[config.mk]
export PLATFORM = sky130hd
export DESIGN_NAME = led_pattern_gen
export DESIGN_NICKNAME = d
export VERILOG_FILES = /design/src/rtl/led_pattern_gen.sv
export SDC_FILE = /design/constraint.sdc
export NUM_CORES = 1
export LEC_CHECK = 0
export ABC_CLOCK_PERIOD_IN_PS = 2450
export CORE_MARGIN = 2
export CORE_UTILIZATION = 58
export DETAILED_ROUTE_END_ITERATION = 12
export PLACE_DENSITY_LB_ADDON = 0.25
export SLEW_MARGIN = 10
export SYNTH_ARGS = -nofsm -noshare
export SYNTH_HDL_FRONTEND = slang
export SYNTH_SLANG_ARGS = --single-unit
export TNS_END_PERCENT = 10
[constraint.sdc]
create_clock -name clock -period 2.45 [get_ports clock]
set_clock_uncertainty 0.15 [all_clocks]
set_input_delay 0.245 -clock clock [delete_from_list [all_inputs] [get_ports clock]]
set_output_delay 0.245 -clock clock [all_outputs]
set_load 0.02 [all_outputs]
[src/rtl/led_pattern_gen.sv]
// LED pattern generator: a selectable-period timebase drives three patterns
// (all-LED blink, rotate-left, ping-pong) plus a one-cycle update strobe.
module led_pattern_gen #(
  parameter int     NB_LED     = 4,
  parameter int     NB_COUNTER = 32,
  parameter longint R0         = 2**23,
  parameter longint R1         = 2**24,
  parameter longint R2         = 2**25,
  parameter longint R3         = 2**26
) (
  input  logic              clock,
  input  logic              i_reset,
  input  logic              i_enable,
  input  logic [1:0]        i_sel,
  output logic [NB_LED-1:0] o_led_flash,
  output logic [NB_LED-1:0] o_led_shiftreg,
  output logic [NB_LED-1:0] o_led_shift_mode,
  output logic              o_tick
);

  // Terminal counts are limit-1 so a limit of 2**NB_COUNTER still fits the counter.
  localparam logic [NB_COUNTER-1:0] LIM0 = NB_COUNTER'(R0 - 1);
  localparam logic [NB_COUNTER-1:0] LIM1 = NB_COUNTER'(R1 - 1);
  localparam logic [NB_COUNTER-1:0] LIM2 = NB_COUNTER'(R2 - 1);
  localparam logic [NB_COUNTER-1:0] LIM3 = NB_COUNTER'(R3 - 1);
  localparam logic [NB_LED-1:0]     LED_LSB = {{(NB_LED-1){1'b0}}, 1'b1};

  logic [1:0]            sel_q;
  logic [NB_COUNTER-1:0] cnt;
  logic [NB_COUNTER-1:0] limit_m1;
  logic                  dir;
  logic                  dir_next;
  logic                  sel_change;
  logic                  wrap;
  logic [NB_LED-1:0]     flash_next;
  logic [NB_LED-1:0]     shiftreg_next;
  logic [NB_LED-1:0]     shift_mode_next;

  always_comb begin
    limit_m1 = LIM0;
    case (sel_q)
      2'd0:    limit_m1 = LIM0;
      2'd1:    limit_m1 = LIM1;
      2'd2:    limit_m1 = LIM2;
      default: limit_m1 = LIM3;
    endcase
  end

  // A select change takes priority over counting and suppresses any tick.
  assign sel_change = (i_sel != sel_q);
  assign wrap       = !sel_change && i_enable && (cnt >= limit_m1);

  always_comb begin
    flash_next      = ~o_led_flash;
    shiftreg_next   = {o_led_shiftreg[NB_LED-2:0], o_led_shiftreg[NB_LED-1]};
    dir_next        = dir;
    shift_mode_next = o_led_shift_mode;
    // Bounce at the ends by reversing and stepping in the same update.
    if (!dir) begin
      if (o_led_shift_mode[NB_LED-1]) begin
        dir_next        = 1'b1;
        shift_mode_next = o_led_shift_mode >> 1;
      end else begin
        shift_mode_next = o_led_shift_mode << 1;
      end
    end else begin
      if (o_led_shift_mode[0]) begin
        dir_next        = 1'b0;
        shift_mode_next = o_led_shift_mode << 1;
      end else begin
        shift_mode_next = o_led_shift_mode >> 1;
      end
    end
  end

  always_ff @(posedge clock or negedge i_reset) begin
    if (!i_reset) begin
      sel_q            <= 2'd0;
      cnt              <= '0;
      dir              <= 1'b0;
      o_tick           <= 1'b0;
      o_led_flash      <= '0;
      o_led_shiftreg   <= LED_LSB;
      o_led_shift_mode <= LED_LSB;
    end else begin
      o_tick <= wrap;
      if (sel_change) begin
        sel_q <= i_sel;
        cnt   <= '0;
      end else if (i_enable) begin
        if (wrap) cnt <= '0;
        else      cnt <= cnt + NB_COUNTER'(1);
      end
      if (wrap) begin
        o_led_flash      <= flash_next;
        o_led_shiftreg   <= shiftreg_next;
        o_led_shift_mode <= shift_mode_next;
        dir              <= dir_next;
      end
    end
  end

endmodule

== Yosys cells after proc, flatten, opt, wreduce, memory -nomap -nowiden ==
Index checks and enable logic that the tools add are counted.

* Register bits after elaboration: 48
* Input port bits: 5
* Output and inout port bits: 13
* Logic and storage cells: 28

* $add $sub $neg: 1
* $lt $le $gt $ge: 1
* Equality and inequality tests: 3
* Multiplexer cells: 10
* Bitwise operators: 1
* Reduce and logical (&&, ||, !) cells: 5

{| class="wikitable"
|+ Operators by type and width
! cell !! number
|-
| 32-bit two-way mux || 3
|-
| 26-bit one-hot mux with 3 select lines || 1
|-
| 32-bit by 1-bit adder with 32-bit output, second input constant || 1
|-
| 32-bit >= comparator || 1
|-
| 4-bit two-way mux || 3
|-
| 4-bit inverter || 1
|-
| 1-bit two-way mux || 3
|-
| 2-bit by 1-bit == test with 1-bit output, second input constant || 1
|-
| 2-bit == test, second input constant || 1
|-
| 1-bit logical AND || 2
|-
| 2-bit logical NOT || 1
|-
| 2-bit inequality test || 1
|-
| 2-bit nonzero test || 1
|-
| 1-bit logical NOT || 1
|}

== Longest topological paths before layout ==
* Depth in word-level cells: 7
* Mapped depth: 8
* Gate-level depth less buffers: 7

== Least setup slack after synthesis ==
No wires, ideal clock.

* Kind: flip-flop to flip-flop
* Start: reg sel_q[1]
* End: reg o_led_shiftreg[1]
* Setup time: 125 ps
* Data arrival time: 1925 ps
* Required time: 2175 ps
* Setup slack: 250 ps
* Cell stages (with the launch flop): 8
* Path buffers: 0
* Period minus slack after synthesis: 2200 ps
* Path through: dfrtp_1 nand2_1 ha_1 nand3_1 nor3_1 a21oi_2 nor2_4 mux2_2

* Longest elaborated chain between the ends: 4
* Elaborated cells on any way between the ends: 9
* Classes of those cells: order compare (1); eq/ne (3); mux (1); reduce/logical (4)

{| class="wikitable"
|+ Ends and longest elaborated chain
! item !! RTL line !! RTL
|-
| from (decl) || 28 || <nowiki>logic [1:0] sel_q;</nowiki>
|-
| from (signal assigned) || 88 || <nowiki>sel_q <= i_sel;</nowiki>
|-
| 2-bit == test, or another cell as far along || 41 || <nowiki>case (sel_q)</nowiki>
|-
| 26-bit one-hot mux with 3 select lines / 1-bit logical NOT (equally long branches) || 41, 51 ||
|-
| 32-bit >= comparator / 1-bit logical AND (equally long branches) || 51 || <nowiki>assign wrap = !sel_change && i_enable && (cnt >= limit_m1);</nowiki>
|-
| 1-bit logical AND (*) || 51 ||
|-
| via wrap || 34 || <nowiki>logic wrap;</nowiki>
|-
| to (signal assigned) || 96 || <nowiki>o_led_shiftreg <= shiftreg_next;</nowiki>
|-
| to (decl) || 16 || <nowiki>output logic [NB_LED-1:0] o_led_shiftreg,</nowiki>
|}

The timed path passes the listed nets; every way through them passes the cells marked *.
A chain may end at the register's enable or synchronous reset.

== Final worst setup path ==
* Start: reg sel_q[1]
* End: reg cnt[18]

* Longest elaborated chain between the ends: 7
* Elaborated cells on any way between the ends: 13
* Classes of those cells: order compare (1); eq/ne (3); mux (4); reduce/logical (5)

{| class="wikitable"
|+ Ends and longest elaborated chain
! item !! RTL line !! RTL
|-
| 2-bit == test, or another cell as far along || 41 ||
|-
| 26-bit one-hot mux with 3 select lines / 1-bit logical NOT (equally long branches) || 41, 51 ||
|-
| 32-bit >= comparator / 1-bit logical AND (equally long branches) || 51 ||
|-
| 1-bit logical AND || 51 ||
|-
| 32-bit two-way mux || 91 || <nowiki>if (wrap) cnt <= '0;</nowiki>
|-
| 32-bit two-way mux || 90 || <nowiki>end else if (i_enable) begin</nowiki>
|-
| 32-bit two-way mux || 87 || <nowiki>if (sel_change) begin</nowiki>
|-
| to (signal assigned) || 92 || <nowiki>else cnt <= cnt + NB_COUNTER'(1);</nowiki>
|-
| to (decl) || 29 || <nowiki>logic [NB_COUNTER-1:0] cnt;</nowiki>
|}

Several ways; a longest one is shown, not always the timed one. The select of a mux whose other input is x is not followed.

==> qor.csv <==
metric,value,unit
number of antenna violations at the first check in global routing,0,
clock sinks,48,
RSZ-0062 raised after global routing,no,
Final TNS setup,0,ns
kind of end point of the critical path,register,
Final period util,91.06,%
clock buffers created by TritonCTS,5,
die footprint,0.004735,mm2
critical path launch point type,register,
Max clock buf depth,2,
total power of the final layout,1.483,mW
DRC viols,0,
critical path peak fanout,45,
HPWL after detailed placement,3314,um
Setup Viol. Count Final,0,
Clk Tree Root Cell,sky130_fd_sc_hd__clkbuf_8,
"commonest non-fill, non-tap cell in the layout",sky130_fd_sc_hd__dfrtp_1,
transition at the pin with the smallest max-transition slack,0.5471,ns
post-synth net total,253,
ratio of total power to cell area,528.5,mW/mm2
layout cells sized above 1,11.90,%
Die Width,68.81,um
Netlist cell types,42,
post_cts resized,0,
drt initial violations,132,
status,finished clean,
"Net count, final",277,
"leading cell types in the layout, fill and taps excluded","46 x sky130_fd_sc_hd__dfrtp_1, 23 x sky130_fd_sc_hd__nand3_1, 20 x sky130_fd_sc_hd__nand2_1",
sequential area share after synthesis,49.41,%
count of filler cells inserted in the layout,290,
remaining number of nets flagged by the antenna check after routing,0,
netlist area before placement,0.002436,mm2
Layout area overhead,15.20,%
detailed-route via count,1904,
per-cell routed wire length,14.64,um
CTS tree,built,
number of cells after detailed placement,310,
global-route wire length before repair,7852,um
num ports,18,
level count of the clock H-tree,2,
Critical Path RT,2.52,ns
worst min-delay path class,in -> async,
initial core utilization,60.47,%
"count of placed standard cells in the final layout, fillers left out",319,
Final GP Congestion,0.8633,
global routing usage summed across all routing layers,22.05,%
maximum number of pins on one net before global-route repair,46,
gr ovfl total,0,
number of max-cap violations,0,
Final Hold Violating Endpoints,0,
Max VDD drop,505.8,uV
leak pwr,1.228,nW
Worst-path clk slew,0.08,ns
Ys Warns,0,
flop and latch count out of synthesis,48,
number of vias per cell,5.969,
die outline height,68.81,um
diode insertion count for antenna repair,0,
total count of max-transition violations in the final report,0,
total length of routed wires,4670,um
number of instances in the synthesized netlist,244,
maximum operating frequency,0.4482,GHz
buffers added on ports,17,
fraction of registers with async set/reset,100.0,%
first-pass detailed-route iteration total,4,
most frequently used flop master after synthesis,sky130_fd_sc_hd__dfrtp_1,
Relative slew margins,63.53,%
number of enable flip-flop cells after synthesis,0,
floorplan core area,0.004029,mm2
clock latency on the worst-skew pair,0.30,ns
critical path data arrival time,2.30,ns
cell row count,23,
clock period minus final worst setup slack,2.231,ns
Worst Setup Path Type,reg -> reg,
Avg Synthesized Cell Area,9.984,um2
number of global-route vias before repair,1699,
==> flip-flops by register name, indices dropped and copies added (netlist names) <==
signal and flops:
cnt 32, o_led_flash 4, o_led_shift_mode 4, o_led_shiftreg 4, sel_q 2, dir 1
o_tick 1
==> power by group <==
part | internal [mW] | switching, mW | total, mW | leakage [nW]
clock | 0.303 | 0.253 | 0.555 | 0.0552
sequential | 0.801 | 0.0103 | 0.812 | 0.650
combinational | 0.0447 | 0.0716 | 0.116 | 0.523
==> synth_stat cells, types with 2 or more instances <==
library cell               instances  area share [%]
sky130_fd_sc_hd__a21o_1            2            0.62
sky130_fd_sc_hd__a21oi_1          15             3.1
sky130_fd_sc_hd__a22o_1            3             1.1
sky130_fd_sc_hd__a31oi_1          16             4.1
sky130_fd_sc_hd__a41oi_1           4             1.4
sky130_fd_sc_hd__and2_1            7             1.8
sky130_fd_sc_hd__and3_1            4             1.0
sky130_fd_sc_hd__buf_2             2            0.41
sky130_fd_sc_hd__buf_4             2            0.62
sky130_fd_sc_hd__buf_6             2            0.92
sky130_fd_sc_hd__clkbuf_1          5            0.77
sky130_fd_sc_hd__dfrtp_1          46              47
sky130_fd_sc_hd__dfstp_2           2             2.2
sky130_fd_sc_hd__ha_1              4             2.1
sky130_fd_sc_hd__inv_1             6            0.92
sky130_fd_sc_hd__mux2_2            5             2.3
sky130_fd_sc_hd__mux2i_1           7             2.9
sky130_fd_sc_hd__nand2_1          20             3.1
sky130_fd_sc_hd__nand2b_1          4             1.0
sky130_fd_sc_hd__nand3_1          23             4.7
sky130_fd_sc_hd__nand4_1           5             1.3
sky130_fd_sc_hd__nor2_1           12             1.8
sky130_fd_sc_hd__nor3_1            8             1.6
sky130_fd_sc_hd__nor4_1            2            0.51
sky130_fd_sc_hd__o21ai_0          15             3.1
sky130_fd_sc_hd__o31ai_1           2            0.62
sky130_fd_sc_hd__xor2_1            6             2.2
==> layer usage <==
metal / up-vias / global-route usage [%] / part of all wire (%)
li1: 947 / - / -
met1: 910 / 32.63 / 51
met2: 43 / 32.93 / 44
met3: 4 / 5.357 / 3.8
met4: 0 / 4.902 / 0.77
met5: - / 0 / 0
==> per-stage QoR <==
step / utilization, % / setup WS [ns] / cell area, um2 / hold slack [ns]
after floorplan: - / 0.2499 / 2436 / -0.2006
after detailed placement: 66.74 / 0.06090 / 2689 / 0.02179
final: 69.66 / 0.2189 / 2806 / 0.2323
after global placement: 66.74 / 0.1423 / 2689 / 0.02041
after CTS: 69.66 / 0.2055 / 2806 / 0.2390
after global routing: 69.66 / 0.03925 / 2806 / 0.2859
==> repair_timing <==
item / in CTS / in global routing
hold buffers: 1 / 0
setup buffers: 0 / 0
hold endpoints to repair: 14 / 0
==> cell families after synthesis <==
group / count (synthesis) / synth area share, %
AOI/OAI and AO/OA: 63 / 16.54
xor gates and xnor gates: 6 / 2.157
adders and majority gates: 4 / 2.055
buffers and inverters: 18 / 3.800
DFF: 48 / 49.41
muxes: 12 / 5.187
and+or+nand+nor: 93 / 20.85
==> worst max-delay path, cell delays in order, from the launching register on <==
cell	delay (ns)
sky130_fd_sc_hd__dfrtp_1	0.40
sky130_fd_sc_hd__nand2_1	0.08
sky130_fd_sc_hd__ha_1	0.18
sky130_fd_sc_hd__nor4_1	0.26
sky130_fd_sc_hd__o211ai_1	0.26
sky130_fd_sc_hd__a211oi_4	0.27
sky130_fd_sc_hd__buf_12	0.24
sky130_fd_sc_hd__a41oi_1	0.14
sky130_fd_sc_hd__a31oi_1	0.16
==> worst paths after layout <==
path,start,endpoint,slack [ns],cells past startpoint
max in group asynchronous,i_reset,o_led_shift_mode[0]$_DFFE_PN1P_,1.28,3
worst max-delay path,sel_q[1]$_DFFE_PN0N_,cnt[18]$_DFFE_PN0P_,0.22,8
worst max register to register,sel_q[1]$_DFFE_PN0N_,cnt[18]$_DFFE_PN0P_,0.22,8
worst min register to register,o_led_flash[3]$_DFFE_PN0P_,o_led_flash[3]$_DFFE_PN0P_,0.32,1
min in group clock,i_sel[1],sel_q[1]$_DFFE_PN0N_,0.28,1
worst min-delay path,i_reset,o_led_shift_mode[2]$_DFFE_PN0P_,0.23,2
==> area by class of cell <==
class | instances | area, um2 | area share [%]
clock buffer | 6 | 72.57 | 2.586
clock inverter | 2 | 35.03 | 1.248
inverter | 6 | 22.52 | 0.8025
multi-input combinational | 178 | 1140 | 40.62
sequential | 48 | 1204 | 42.89
tap | 50 | 62.56 | 2.229
timing repair buffer | 29 | 270.3 | 9.630
Note: power is estimated with default switching activity, not from simulation.
